`config.mk`:
```
export PLATFORM = sky130hd
export DESIGN_NAME = vgahdmi_ram_arbiter
export DESIGN_NICKNAME = d
export VERILOG_FILES = /design/src/rtl/vgahdmi_ram_arbiter.sv
export SDC_FILE = /design/constraint.sdc
export NUM_CORES = 1
export LEC_CHECK = 0
export CORE_ASPECT_RATIO = 1.1
export CORE_UTILIZATION = 36
export CTS_CLUSTER_DIAMETER = 60
export DETAILED_ROUTE_END_ITERATION = 10
export HOLD_SLACK_MARGIN = 0.02
export PLACE_DENSITY_LB_ADDON = 0.12
export SYNTH_ARGS = -nofsm -noshare
export SYNTH_HDL_FRONTEND = slang
export SYNTH_SLANG_ARGS = --single-unit
```
`constraint.sdc`:
```
create_clock -name clk_pixel -period 1.8 [get_ports clk_pixel]
set_input_delay 0.36 -clock clk_pixel [delete_from_list [all_inputs] [get_ports clk_pixel]]
set_output_delay 0.36 -clock clk_pixel [all_outputs]
set_load 0.02 [all_outputs]
```
`src/rtl/vgahdmi_ram_arbiter.sv`:
```
// Display-priority arbiter sharing one synchronous video RAM port with the CPU.
// Define VGAHDMI_ARB_STATS_EN to add the saturating conflict_cnt output.
module vgahdmi_ram_arbiter #(
    parameter int ADDR_W   = 16,
    parameter int DATA_W   = 8,
    parameter int MAX_WAIT = 15
) (
    input  logic              clk_pixel,
    input  logic              reset,
    input  logic              disp_req,
    input  logic [ADDR_W-1:0] disp_addr,
    output logic [DATA_W-1:0] disp_data,
    input  logic              cpu_req,
    input  logic              cpu_we,
    input  logic [ADDR_W-1:0] cpu_addr,
    input  logic [DATA_W-1:0] cpu_wdata,
    output logic              cpu_ack,
    output logic [DATA_W-1:0] cpu_rdata,
    output logic              cpu_timeout,
    output logic [ADDR_W-1:0] ram_addr,
    output logic              ram_we,
    output logic [DATA_W-1:0] ram_wdata,
    input  logic [DATA_W-1:0] ram_rdata
`ifdef VGAHDMI_ARB_STATS_EN
    ,
    output logic [15:0]       conflict_cnt
`endif
);

    typedef enum logic [1:0] {
        C_IDLE,
        C_WAIT,
        C_CAPT,
        C_ACK
    } cpu_state_e;

    localparam logic [7:0] MAX_WAIT_C = 8'(MAX_WAIT);

    cpu_state_e        state_q, state_d;
    logic [7:0]        wait_q, wait_d, wait_inc;
    logic              timeout_q, timeout_d;
    logic              ack_q;
    logic              we_q;
    logic              disp_pend_q;
    logic [DATA_W-1:0] disp_data_q;
    logic [DATA_W-1:0] cpu_rdata_q;

    logic cpu_open, pend, grant, block;

    assign cpu_open = (state_q == C_IDLE) || (state_q == C_WAIT);
    assign pend     = cpu_req && cpu_open;
    assign grant    = pend && !disp_req;
    assign block    = pend && disp_req;

    // Display owns the port whenever it asks; idle cycles park on disp_addr.
    assign ram_addr  = grant ? cpu_addr : disp_addr;
    assign ram_we    = grant && cpu_we && !reset;
    assign ram_wdata = cpu_wdata;

    always_comb begin
        state_d = state_q;
        unique case (state_q)
            C_IDLE: begin
                if (grant)
                    state_d = C_CAPT;
                else if (block)
                    state_d = C_WAIT;
            end
            C_WAIT: begin
                if (grant)
                    state_d = C_CAPT;
            end
            C_CAPT:  state_d = C_ACK;
            C_ACK:   state_d = C_IDLE;
            default: state_d = C_IDLE;
        endcase
    end

    always_comb begin
        wait_inc  = (wait_q == 8'hFF) ? wait_q : wait_q + 8'd1;
        wait_d    = 8'd0;
        timeout_d = timeout_q;
        if (state_q == C_WAIT) begin
            if (state_d == C_WAIT)
                wait_d = wait_inc;
            if (wait_inc >= MAX_WAIT_C)
                timeout_d = 1'b1;
        end
    end

    always_ff @(posedge clk_pixel or posedge reset) begin
        if (reset) begin
            state_q     <= C_IDLE;
            wait_q      <= 8'd0;
            timeout_q   <= 1'b0;
            ack_q       <= 1'b0;
            we_q        <= 1'b0;
            disp_pend_q <= 1'b0;
            disp_data_q <= '0;
            cpu_rdata_q <= '0;
        end else begin
            state_q     <= state_d;
            wait_q      <= wait_d;
            timeout_q   <= timeout_d;
            ack_q       <= (state_q == C_CAPT);
            disp_pend_q <= disp_req;
            if (grant)
                we_q <= cpu_we;
            if (disp_pend_q)
                disp_data_q <= ram_rdata;
            // RAM data for the granted CPU read is valid in the capture cycle.
            if (state_q == C_CAPT && !we_q)
                cpu_rdata_q <= ram_rdata;
        end
    end

    assign disp_data   = disp_data_q;
    assign cpu_ack     = ack_q;
    assign cpu_rdata   = cpu_rdata_q;
    assign cpu_timeout = timeout_q;

`ifdef VGAHDMI_ARB_STATS_EN
    logic [15:0] conflict_q;

    always_ff @(posedge clk_pixel or posedge reset) begin
        if (reset)
            conflict_q <= 16'd0;
        else if (block && conflict_q != 16'hFFFF)
            conflict_q <= conflict_q + 16'd1;
    end

    assign conflict_cnt = conflict_q;
`endif

endmodule
```
Yosys cells after proc, flatten, opt, wreduce, memory -nomap -nowiden

Cells that the tools add are included.

Muxes and demuxes: 8
$lt $le $gt $ge: 1
Eq/ne operators: 5
Reduce and logical (&&, ||, !) cells: 12
$add $sub $neg: 1

Operators with widths:

| kind                                                | number |
|---|---|
| 2-to-1 mux 8 bit                                    | 3 |
| 2-to-1 mux 16 bit                                   | 1 |
| adder 8 x 1 -> 8 bit, second input constant         | 1 |
| == test 8 bit, second input constant                | 1 |
| >= comparator 8 x 4 -> 1 bit, second input constant | 1 |
| one-hot mux 2 bit (4 select lines)                  | 1 |
| logical AND 1 bit                                   | 6 |
| 2-to-1 mux 2 bit                                    | 3 |
| == test 2 x 1 -> 1 bit, second input constant       | 2 |
| == test 2 bit, second input constant                | 2 |
| zero test 1 bit                                     | 3 |
| zero test 2 bit                                     | 1 |
| AND reduction 2 bit                                 | 1 |
| logical OR 1 bit                                    | 1 |

Bits of input ports: 53
Register bits: 30

Logic depth before layout (Yosys ltp)

Depth in word-level cells: 10
Mapped depth: 5

Least setup slack after synthesis

No wires, ideal clock.

Path type: input to output
Start: in disp_req
End: out ram_addr[10]
Required time: 1.440 ns
Path slack: 0.038 ns
Stages: 4
Arrival: 1.402 ns
Cell sequence: nand2b_1 > nor2_2 > buf_6 > mux2_2

Word-level cells in the longest chain between the ends: 3

Ends and longest elaborated chain:

| what               | line | text |
|---|---|---|
| start: declaration | 10   | `input logic disp_req,` |
| zero test 1 bit    | 52   | `assign grant = pend && !disp_req;` |
| logical AND 1 bit  | 52   |  |
| 2-to-1 mux 16 bit  | 56   | `assign ram_addr = grant ? cpu_addr : disp_addr;` |
| end: declaration   | 20   | `output logic [ADDR_W-1:0] ram_addr,` |

No other way between the ends.

Worst setup path in the final report

Start: reg state_q[1]
End: out ram_addr[13]

Word-level cells in the longest chain between the ends: 5
Elaborated cells between the ends (all ways): 6
Classes of those cells: 1 x eq/ne; 1 x mux; 4 x reduce/logical

Ends and longest elaborated chain:

| what                                                             | line | text |
|---|---|---|
| start: declaration                                               | 39   | `cpu_state_e state_q, state_d;` |
| start signal: assignment                                         | 102  | `state_q <= state_d;` |
| == test 2 x 1 -> 1 bit / zero test 2 bit (equally long branches) | 50   | `assign cpu_open = (state_q == C_IDLE) \|\| (state_q == C_WAIT);` |
| logical OR 1 bit *                                               | 50   |  |
| logical AND 1 bit *                                              | 51   | `assign pend = cpu_req && cpu_open;` |
| logical AND 1 bit *                                              | 52   |  |
| 2-to-1 mux 16 bit *                                              | 56   |  |

Mark *: on every way between the ends. The rest lies on a longest branch, timed or not.

==> key figures <==
Outcome
  • Outcome: complete, but fails checks
  • Failing checks: setup timing

Pwr
  • Cell Pwr Density: 1040 nW/um2
  • Comb pwr share: 44.0%
  • Internal: 1.81 mW
  • Lkg Pwr: 1.12 nW
  • Final Power: 2.66 mW
  • Clock network fraction of design power: 20.3%
  • Switch Pwr: 0.857 mW
  • Peak supply drop: 404 uV
  • Sequential Power Share: 35.7%
  • Switching Share: 32.2%

Synthesis
  • Library cells used by synthesis: 27
  • Syn Nets: 178
  • Mapped cell area: 1510 um2
  • Xor and xnor area share after synthesis: 2.32%
  • Post-synthesis adder-cell area fraction: 0.827%
  • Yosys reg bits: 30
  • Top post-synthesis cells by area: dfrtp_1, mux2_2, buf_4
  • Synth Area in Compound Gates: 4.05%
  • Simple-gate share of the synthesized area: 10.7%
  • Mapped Cells: 124
  • Register area share after synthesis: 49.6%
  • Largest family of logic cells by synthesized area: multiplexers
  • Yosys warns: 0
  • Post-synth top area share: 49.6%
  • Synth area leader: dfrtp_1
  • Avg Inst Size Synth: 12.2 um2
  • Mux cell area share after synthesis: 26.6%

Routing
  • Pre-Repair DR Iteration Count: 4
  • Vias per inst: 4.93
  • DRC: 0
  • Routed via count: 1281
  • Routed Antenna Nets: 0
  • Total Routed Length: 3970 um
  • Wire per inst: 15.3 um
  • Starting DRC count in detailed routing: 20

GRT
  • Largest net degree at the start of global routing: 31
  • Grt total ovfl: 0
  • Vias in the first global route: 1416
  • Gr usage total: 20.0%
  • First-pass GRT wire length: 6760 um
  • Initial antenna violation count: 0

Clock network
  • Worst-Skew Late Latency: 280 ps
  • Clk root buf: clkbuf_8
  • Clock transition at path regs: 60 ps
  • CTS Hold Bufs: 0
  • Total CTS buffers: 5
  • Max H-tree Level: 2
  • CTS tree: yes
  • CTS Buffer Depth: 2
  • Sinks on Clock Net: 30

Floorplan
  • Starting density of the core: 37.9%
  • IO Pins: 96
  • Die Height: 70.0 um
  • Core area: 3990 um2
  • Rows: 24
  • Die ar.: 4470 um2
  • Die X: 63.8 um

STA
  • Minimum clock period: 1860 ps
  • Hold Violations, Final: 0
  • Setup_tns: -456 ps
  • Worst Max-Slew Pin Slew: 447 ps
  • Worst rel slew slack: 70.1%
  • Fin Clk Skew: 2.93 ps
  • Pins Over Slew Limit: 0
  • Setup ws final: -64.3 ps
  • RSZ-0062 raised after global routing: true
  • Achievable frequency: 536 MHz
  • Period utilisation layout: 104%
  • Final setup fails: 15

Worst setup path
  • Crit path max-delay family: flip-flops
  • Setup crit end kind: primary output
  • Buffers & Inverters on Critical Path: 3
  • Setup CP Type: flop to primary output
  • CP Data Required Time: 1440 ps
  • Worst-path maximum fanout: 8
  • Cell mode on critical path: buf_6
  • Cell Chain, Critical Path: nor2_4 -> buf_6 -> buf_12 -> mux2_4 -> buf_6
  • Critical Path AT: 1500 ps
  • Delay of the slowest cell on the worst path: 420 ps
  • Slowest CP cell: dfrtp_1
  • Setup crit start kind: flop

Final layout
  • Most frequent cells in the layout: clkdlybuf4s50_1, dfrtp_1, buf_6
  • Nets: 261
  • Area grow syn2layout: 68.9%
  • Layout cell share with drive strength beyond 1: 33.7%
  • # diodes: 0
  • Post-layout util: 64.0%
  • Commonest non-fill, non-tap cell in the layout: clkdlybuf4s50_1

Worst hold path
  • Min-delay worst type: input port to flop

Placement
  • Pre-CTS WS: -762 ps
  • Number of buffers added on ports: 79
  • Placer Congestion: 0.802
  • Post-DP HPWL: 2950 um

Run
  • Max cap viols: 0
-- stage by stage --
step,hold slack (ps),cells,area (um2)
6_report,206,260,2550
5_1_grt,195,260,2550
4_1_cts,198,262,2580
3_5_place_dp,496,250,2350
3_3_place_gp,489,250,2350
2_1_floorplan,391,124,1510
-- final cells by class --
class | count | area, um2
clock buffer | 7 | 86.3
timing repair buffer | 87 | 887
tap | 52 | 65.1
inverter | 3 | 11.3
clock inverter | 1 | 5.00
sequential | 30 | 751
multi-input combinational | 80 | 749
fill | 326 | 1440
-- power by group through the flow --
stage | registers, mW | logic, mW | clock network, mW
global placement | 0.943 | 1.08 | 0
CTS | 0.949 | 1.20 | 0.557
global route | 0.971 | 1.25 | 0.587
detailed placement | 0.958 | 1.10 | 0
floorplan | 1.09 | 0.449 | 0
finish | 0.950 | 1.17 | 0.541
-- routing by layer --
| layer | vias up | wire length (um) | GRT usage, % |
|---|---|---|---|
| li1 | 595 | - | - |
| met1 | 610 | 1460 | 21.6 |
| met2 | 70 | 2130 | 35.6 |
| met3 | 6 | 316 | 7.03 |
| met4 | 0 | 60 | 6.82 |
| met5 | - | 0 | 0 |
-- worst paths after layout --
kind,startpoint,endpoint,slack [ps],cells after the start
setup / recovery,state_q[1],ram_addr[13],-60,5
hold / removal,disp_req,disp_pend_q,210,1
min in group asynchronous,reset,disp_data[7],560,3
setup reg to reg,wait_q[0],cpu_timeout,180,4
max in group asynchronous,reset,cpu_rdata[4],970,3
hold reg to reg,disp_data[5],disp_data[5],510,1
-- registers in the layout, indices dropped and copies added, names as in the netlist --
| name | flops |
|---|---|
| cpu_ack | 1 |
| cpu_rdata | 8 |
| cpu_timeout | 1 |
| disp_data | 8 |
| disp_pend_q | 1 |
| state_q | 2 |
| wait_q | 8 |
| we_q | 1 |
-- cells by family after synthesis --
group | after synthesis
muxes | 36
DFF | 30
and+or+nand+nor | 28
buffers and inverters | 14
AOI/OAI and AO/OA | 11
xor gates and xnor gates | 4
adders and majority gates | 1
-- worst register-to-register path: stages (launching register included) --
cell and delay [ps]:
dfrtp_1 420, ha_1 330, a31oi_1 80, or4b_1 500, a41oi_1 200
-- what timing repair did --
item / CTS / global route
pin swaps: 1 / 0
setup endpoints to repair: 17 / 17
cloned: 1 / 0
resized for setup: 127 / 3
buffers inserted: 3 / 0
-- synth_stat cells --
cell type	n
nand2_1	2
buf_4	8
inv_1	3
nor2_2	2
nand3_1	2
dfrtp_1	30
clkbuf_1	2
a21oi_1	4
a31oi_1	2
nand4_1	2
xnor2_1	3
nor4bb_1	1
mux2i_1	3
mux2_2	33
nor2_1	5
o21ai_0	4
or4b_1	1
nor2b_1	1
a41oi_1	1
and2_1	1
buf_6	1
nand2b_1	4
nor3_1	2
and3_1	4
nand3b_1	1
xor2_1	1
ha_1	1
Note: power is estimated with default switching activity, not from simulation.
